===== config.mk =====
export PLATFORM = sky130hd
export DESIGN_NAME = hci_bank_ts_adapter
export DESIGN_NICKNAME = d
export VERILOG_FILES = /design/src/rtl/hci_package.sv /design/src/rtl/hci_bank_resp_pipe.sv /design/src/rtl/hci_bank_ts_adapter.sv
export SDC_FILE = /design/constraint.sdc
export NUM_CORES = 1
export LEC_CHECK = 0
export BUFFER_PORTS_ARGS = -buffer_cell sky130_fd_sc_hd__buf_2
export CAP_MARGIN = 20
export CORE_AREA = 2 2 82 84
export CTS_CLUSTER_SIZE = 8
export DETAILED_ROUTE_END_ITERATION = 7
export DIE_AREA = 0 0 84 86
export GPL_ROUTABILITY_DRIVEN = 0
export GPL_TIMING_DRIVEN = 0
export PLACE_DENSITY = 0.62
export SLEW_MARGIN = 20
export SYNTH_ARGS = -nofsm -noshare
export SYNTH_HDL_FRONTEND = slang
export SYNTH_SLANG_ARGS = --single-unit

===== constraint.sdc =====
create_clock -name clk_i -period 1.5 [get_ports clk_i]
set_input_delay 0.075 -clock clk_i [delete_from_list [all_inputs] [get_ports clk_i]]
set_output_delay 0.075 -clock clk_i [all_outputs]
set_load 0.02 [all_outputs]

===== src/rtl/hci_package.sv =====
// Shared types and limits for the HCI bank adapters.
package hci_package;

  localparam int HCI_BANK_MAX_LAT = 4;

  typedef enum logic {
    IDLE  = 1'b0,
    TS_WR = 1'b1
  } hci_bank_ts_state_e;

endpackage


===== src/rtl/hci_bank_resp_pipe.sv =====
// Response shift register for one bank: {valid, read flag, id} delayed by MEM_LAT
// cycles so each response lines up with the SRAM read data. clear_i drops all in-flight entries.
module hci_bank_resp_pipe #(
  parameter int MEM_LAT = 1,
  parameter int IW      = 20
) (
  input  logic          clk_i,
  input  logic          rst_ni,
  input  logic          clear_i,
  input  logic          valid_i,
  input  logic          read_i,
  input  logic [IW-1:0] id_i,
  output logic          valid_o,
  output logic          read_o,
  output logic [IW-1:0] id_o
);

  logic [MEM_LAT-1:0] valid_q, valid_d;
  logic [MEM_LAT-1:0] read_q, read_d;
  logic [IW-1:0]      id_q [MEM_LAT];
  logic [IW-1:0]      id_d [MEM_LAT];

  // NOTE: every signal written here gets a default first, so no latch is inferred.
  always_comb begin
    valid_d = valid_q;
    read_d  = read_q;
    id_d    = id_q;
    valid_d[0] = valid_i;
    read_d[0]  = read_i;
    id_d[0]    = id_i;
    for (int i = 1; i < MEM_LAT; i++) begin
      valid_d[i] = valid_q[i-1];
      read_d[i]  = read_q[i-1];
      id_d[i]    = id_q[i-1];
    end
    // Flushing the valids is enough; stale ids and read flags are never observed.
    if (clear_i) begin
      valid_d = '0;
      read_d  = '0;
    end
  end

  // NOTE: state uses non-blocking assignments so all stages shift on the same edge.
  // NOTE: the id stages are flops, not RAM, and are reset so r_id_o is '0 out of reset.
  always_ff @(posedge clk_i or negedge rst_ni) begin
    if (!rst_ni) begin
      valid_q <= '0;
      read_q  <= '0;
      for (int i = 0; i < MEM_LAT; i++) id_q[i] <= '0;
    end else begin
      valid_q <= valid_d;
      read_q  <= read_d;
      id_q    <= id_d;
    end
  end

  assign valid_o = valid_q[MEM_LAT-1];
  assign read_o  = read_q[MEM_LAT-1];
  assign id_o    = id_q[MEM_LAT-1];

endmodule


===== src/rtl/hci_bank_ts_adapter.sv =====
// HCI log-interconnect target port to single-port SRAM bank, with MEM_LAT-aligned responses.
// Define HCI_BANK_TS_EN to compile in the atomic test-and-set (read old value, then write all ones).
module hci_bank_ts_adapter
  import hci_package::*;
#(
  parameter int AW      = 12,
  parameter int DW      = 32,
  parameter int BW      = 8,
  parameter int IW      = 20,
  parameter int MEM_LAT = 1
) (
  input  logic             clk_i,
  input  logic             rst_ni,
  input  logic             clear_i,
  input  logic             req_i,
  output logic             gnt_o,
  input  logic [AW-1:0]    add_i,
  input  logic             wen_i,
  input  logic [DW-1:0]    data_i,
  input  logic [DW/BW-1:0] be_i,
  input  logic [IW-1:0]    id_i,
  input  logic             ts_set_i,
  output logic             r_valid_o,
  output logic [DW-1:0]    r_data_o,
  output logic [IW-1:0]    r_id_o,
  output logic             mem_req_o,
  output logic             mem_wen_o,
  output logic [AW-1:0]    mem_add_o,
  output logic [DW-1:0]    mem_wdata_o,
  output logic [DW/BW-1:0] mem_be_o,
  input  logic [DW-1:0]    mem_rdata_i
);

  if (MEM_LAT < 1 || MEM_LAT > HCI_BANK_MAX_LAT) begin : g_lat_check
    $error("hci_bank_ts_adapter: MEM_LAT must be within 1..HCI_BANK_MAX_LAT");
  end

  logic granted;
  logic resp_read;

`ifdef HCI_BANK_TS_EN
  hci_bank_ts_state_e state_q;
  logic [AW-1:0]      ts_add_q;

  always_ff @(posedge clk_i or negedge rst_ni) begin
    if (!rst_ni) begin
      state_q  <= IDLE;
      ts_add_q <= '0;
    end else begin
      case (state_q)
        IDLE: begin
          if (req_i && ts_set_i && wen_i && !clear_i) begin
            state_q  <= TS_WR;
            ts_add_q <= add_i;
          end
        end
        TS_WR:   state_q <= IDLE;
        default: state_q <= IDLE;
      endcase
    end
  end

  assign gnt_o = (state_q == IDLE);

  // The lock write owns the bank for one cycle; otherwise the request passes straight through.
  always_comb begin
    mem_req_o   = req_i;
    mem_wen_o   = wen_i;
    mem_add_o   = add_i;
    mem_wdata_o = data_i;
    mem_be_o    = be_i;
    if (state_q == TS_WR) begin
      mem_req_o   = 1'b1;
      mem_wen_o   = 1'b0;
      mem_add_o   = ts_add_q;
      mem_wdata_o = '1;
      mem_be_o    = '1;
    end
  end
`else
  logic unused_ts_set;
  assign unused_ts_set = ts_set_i;

  assign gnt_o       = 1'b1;
  assign mem_req_o   = req_i;
  assign mem_wen_o   = wen_i;
  assign mem_add_o   = add_i;
  assign mem_wdata_o = data_i;
  assign mem_be_o    = be_i;
`endif

  assign granted = req_i & gnt_o;

  hci_bank_resp_pipe #(
    .MEM_LAT (MEM_LAT),
    .IW      (IW)
  ) i_resp_pipe (
    .clk_i   (clk_i),
    .rst_ni  (rst_ni),
    .clear_i (clear_i),
    .valid_i (granted),
    .read_i  (wen_i),
    .id_i    (id_i),
    .valid_o (r_valid_o),
    .read_o  (resp_read),
    .id_o    (r_id_o)
  );

  assign r_data_o = (r_valid_o && resp_read) ? mem_rdata_i : '0;

endmodule

; ---- Word-level counts from Yosys, hierarchy flattened
; Cells that the tools add are included.
[classes]
mux = 3
n_reduce_logical = 1
[op_table]
columns = operator, n
row1 = $mux 32, 1
row2 = $mux 1, 2
row3 = $logic_and 1x1->1, 1
[word_totals]
register_bits = 22
in_bits = 106
out_inout_bits = 104
wordCells = 7

; ---- Logic depth before layout (Yosys ltp)
[depth]
word_depth = 2
mapped_depth = 2
ltp_nobuf = 1

; ---- Hierarchy
; Synthesis repeated with hierarchy kept, for this count alone.
[unflattened]
hier_cells = 114
area_unflattened_um2 = 1219.9
[modules_own_cells]
columns = module, instances, cells_each, area_per_inst_um2, seq_area_each_um2
row1 = hci_bank_ts_adapter, 1, 90, 656.9, 0.0
row2 = hci_bank_resp_pipe, 1, 24, 563.0, 550.5

; ---- Least setup slack after synthesis
; No wires, ideal clock.
[synth_path]
path_kind = reg-to-output
startpoint = reg i_resp_pipe.valid_q, in the netlist i_resp_pipe.valid_o
endpoint = out r_data_o[0]
t_arrival_ps = 940
t_required_ps = 1425
slack_ps = 485
stages_incl_launch_ff = 3
n_path_buf = 1
cell_sequence = dfrtp_1 buf_2 and3_1
[synth_between]
elab_chain_cells = 2
[synth_rtl]
columns = item, line
row1 = start: declaration, hci_bank_resp_pipe.sv:18  ; logic [MEM_LAT-1:0] valid_q, valid_d;
row2 = start signal: assignment, hci_bank_resp_pipe.sv:51  ; valid_q <= valid_d;
row3 = $logic_and 1x1->1, hci_bank_ts_adapter.sv:109  ; assign r_data_o = (r_valid_o && resp_read) ? mem_rdata_i : '0;
row4 = $mux 32, hci_bank_ts_adapter.sv:109
row5 = end: declaration, hci_bank_ts_adapter.sv:24  ; output logic [DW-1:0] r_data_o,
; Every way passes these cells.

; ---- Worst setup path after layout
[layout_path]
startpoint = reg i_resp_pipe.valid_q, in the netlist i_resp_pipe.valid_o
endpoint = out r_data_o[9]
; Same word-level chain as after synthesis.

==> results.py <==
metrics = {
    "sta": {
        "clock.fmax_mhz": 735,
        "rsz0062_at_grt": "no",
        "maxSlewViolCount": 0,
        "finalHoldViolCount": 0,
        "period_minus_slack_ns": 1.36,
        "finalSetupViolCount": 0,
        "fin_ws_ns": 0.140,
        "tns_ns": 0,
        "finalCritPeriodShare_pct": 90.7,
    },
    "die": {
        "num_io_pins": 210,
        "num_rows": 29,
        "start_util_pct": 18.8,
        "core_um2": 6280,
        "die_y_um": 86,
        "fp.dieArea_um2": 7220,
        "die_x_um": 84,
    },
    "clock_tree": {
        "ctsLongestPathBuffers": 2,
        "clk_pin_slew_ns": 0.07,
        "h-tree-depth": 1,
        "numClockSinks": 22,
        "cts_tree": "built",
        "cts_buffers": 3,
        "cts_root_buf": "clkbuf_8",
    },
    "route": {
        "drt_wl_total_um": 5070,
        "first_pass_iters": 4,
        "vias_per_cell": 3.79,
        "num_vias": 1423,
        "post-route-drc-count": 0,
        "wl_per_cell_um": 13.5,
        "antenna_left": 0,
        "dr.first_iter.drc_count": 49,
    },
    "placement": {
        "io_buffers": 159,
        "dp.cells": 350,
        "preCtsSetupSlack_ns": 0.403,
    },
    "setup_path": {
        "arrival_ns": 1.28,
        "required_ns": 1.42,
        "crit_fanout": 10,
        "crit_type": "flop to output pin",
        "critPathCaptureType": "output pin",
        "worstSetupStartpointType": "flop",
    },
    "logic_synthesis": {
        "synth_top_family_by_area": "buffers and inverters",
        "synthSimpleGateAreaFrac_pct": 18.0,
        "yosys-top-cells-area": "dfrtp_1 47%, buf_4 32%, and3_1 17%",
        "netlist_area_um2": 1180,
        "synth.avg_cell_area_um2": 10.3,
        "synth_cells": 114,
        "synth-seq-cells": 22,
        "synthAdderAreaFrac_pct": 0,
        "synthXorXnorAreaFrac_pct": 0,
        "yosys.area.top_type": "dfrtp_1",
        "synth.distinct_cells": 6,
        "synth_top_cell_area_share_pct": 46.7,
        "syn_nets": 220,
        "synth-compound-area-share_pct": 0,
        "yosys_warnings": 0,
        "synthMuxAreaShare_pct": 0,
        "seq_area_frac_synth_pct": 46.7,
    },
    "layout": {
        "multi_input_comb_area_um2": 216,
        "n_fill_cell": 631,
        "fin_nets": 406,
        "diodes": 0,
        "final_cells": 375,
        "seqCellArea_um2": 551,
        "area_growth_pct": 97.8,
        "fin_util_pct": 37.2,
        "drive_gt1_share_pct": 73.5,
    },
    "global_routing": {
        "antenna_found_initial": 0,
        "grt_pass1_vias": 1342,
        "grt_pass1_wl_um": 6830,
        "grt-ovfl-total": 0,
        "grt_max_degree": 23,
        "grt_usage_pct": 12.6,
    },
    "run": {
        "cap_violations": 0,
    },
    "power": {
        "p_per_area_nw_per_um2": 647,
        "p_leak_nw": 1.52,
        "ir_drop_v": 0.000573,
    },
    "outcome": {
        "status": "complete, no violations",
    },
    "hold_path": {
        "hold_path_class": "input port to flop",
    },
}
## critical path: stages, from the launching register on
cell     delay, ns
dfrtp_1       0.44
buf_2         0.20
and3_1        0.21
buf_2         0.17
## routing by layer
metal	part of all wire, %	vias up	wire length, µm	global-route usage (%)
met5	0	-	0	0
met4	1.6	0	81	4.11
met3	10	7	522	3.66
met2	49	117	2480	21.9
met1	39	615	1980	14.9
li1	-	684	-	-
## cells by family after synthesis
family,count (synthesis)
buffers and inverters,57
flip-flops,22
other,1
AND/OR/NAND/NOR,34
## cell usage in the layout (no fill, tap or decap), drive strengths merged
cell type	count
dfrtp	22
and3	32
conb	1
clkbuf	3
buf	216
nor2b	2
dlygate4sd3	22
## timing repair
item | CTS | global route
hold buffers | 22 | 0
resized for setup | 0 | 0
buffers inserted | 0 | 0
hold endpoints to repair | 44 | 0
## per-stage QoR
stage          cell area, µm²  total power, W  hold WS, ns
4_1_cts                  2330         0.00154       0.0573
2_1_floorplan            1180        0.000928       -0.221
3_3_place_gp             2070         0.00112       0.0546
6_report                 2330         0.00151       0.0572
5_1_grt                  2330         0.00160       0.0740
3_5_place_dp             2070         0.00113       0.0630
## sequential cells by signal (all words and copies together) (netlist names)
signal and count:
i_resp_pipe.id_o 20, i_resp_pipe.read_o 1, i_resp_pipe.valid_o 1
## where the power goes
| group | internal (W) | switching [W] |
|---|---|---|
| logic | 0.000260 | 0.000263 |
| registers | 0.000623 | 0.0000105 |
| clock network | 0.000179 | 0.000175 |
## layout make-up
| type | instances | area share (%) |
|---|---|---|
| Timing Repair Buffer | 181 | 43.5 |
| Sequential cell | 22 | 23.6 |
| Buffer | 57 | 17.7 |
| Multi-Input combinational cell | 35 | 9.28 |
| Tap cell | 77 | 4.13 |
| Clock buffer | 3 | 1.77 |
## synthesized netlist by cell type
master	instances
dfrtp_1	22
nor2b_1	2
buf_2	6
conb_1	1
buf_4	51
and3_1	32
## final timing paths
check                                              start                        endpoint  cells after the start
max in group asynchronous                         rst_ni  i_resp_pipe.id_o[11]$_DFF_PN0_                      2
worst min-delay path                               wen_i    i_resp_pipe.read_o$_DFF_PN0_                      2
worst max-delay path       i_resp_pipe.valid_o$_DFF_PN0_                     r_data_o[9]                      3
min in group asynchronous                         rst_ni   i_resp_pipe.id_o[0]$_DFF_PN0_                      2
(Power assumes the default switching activity.)
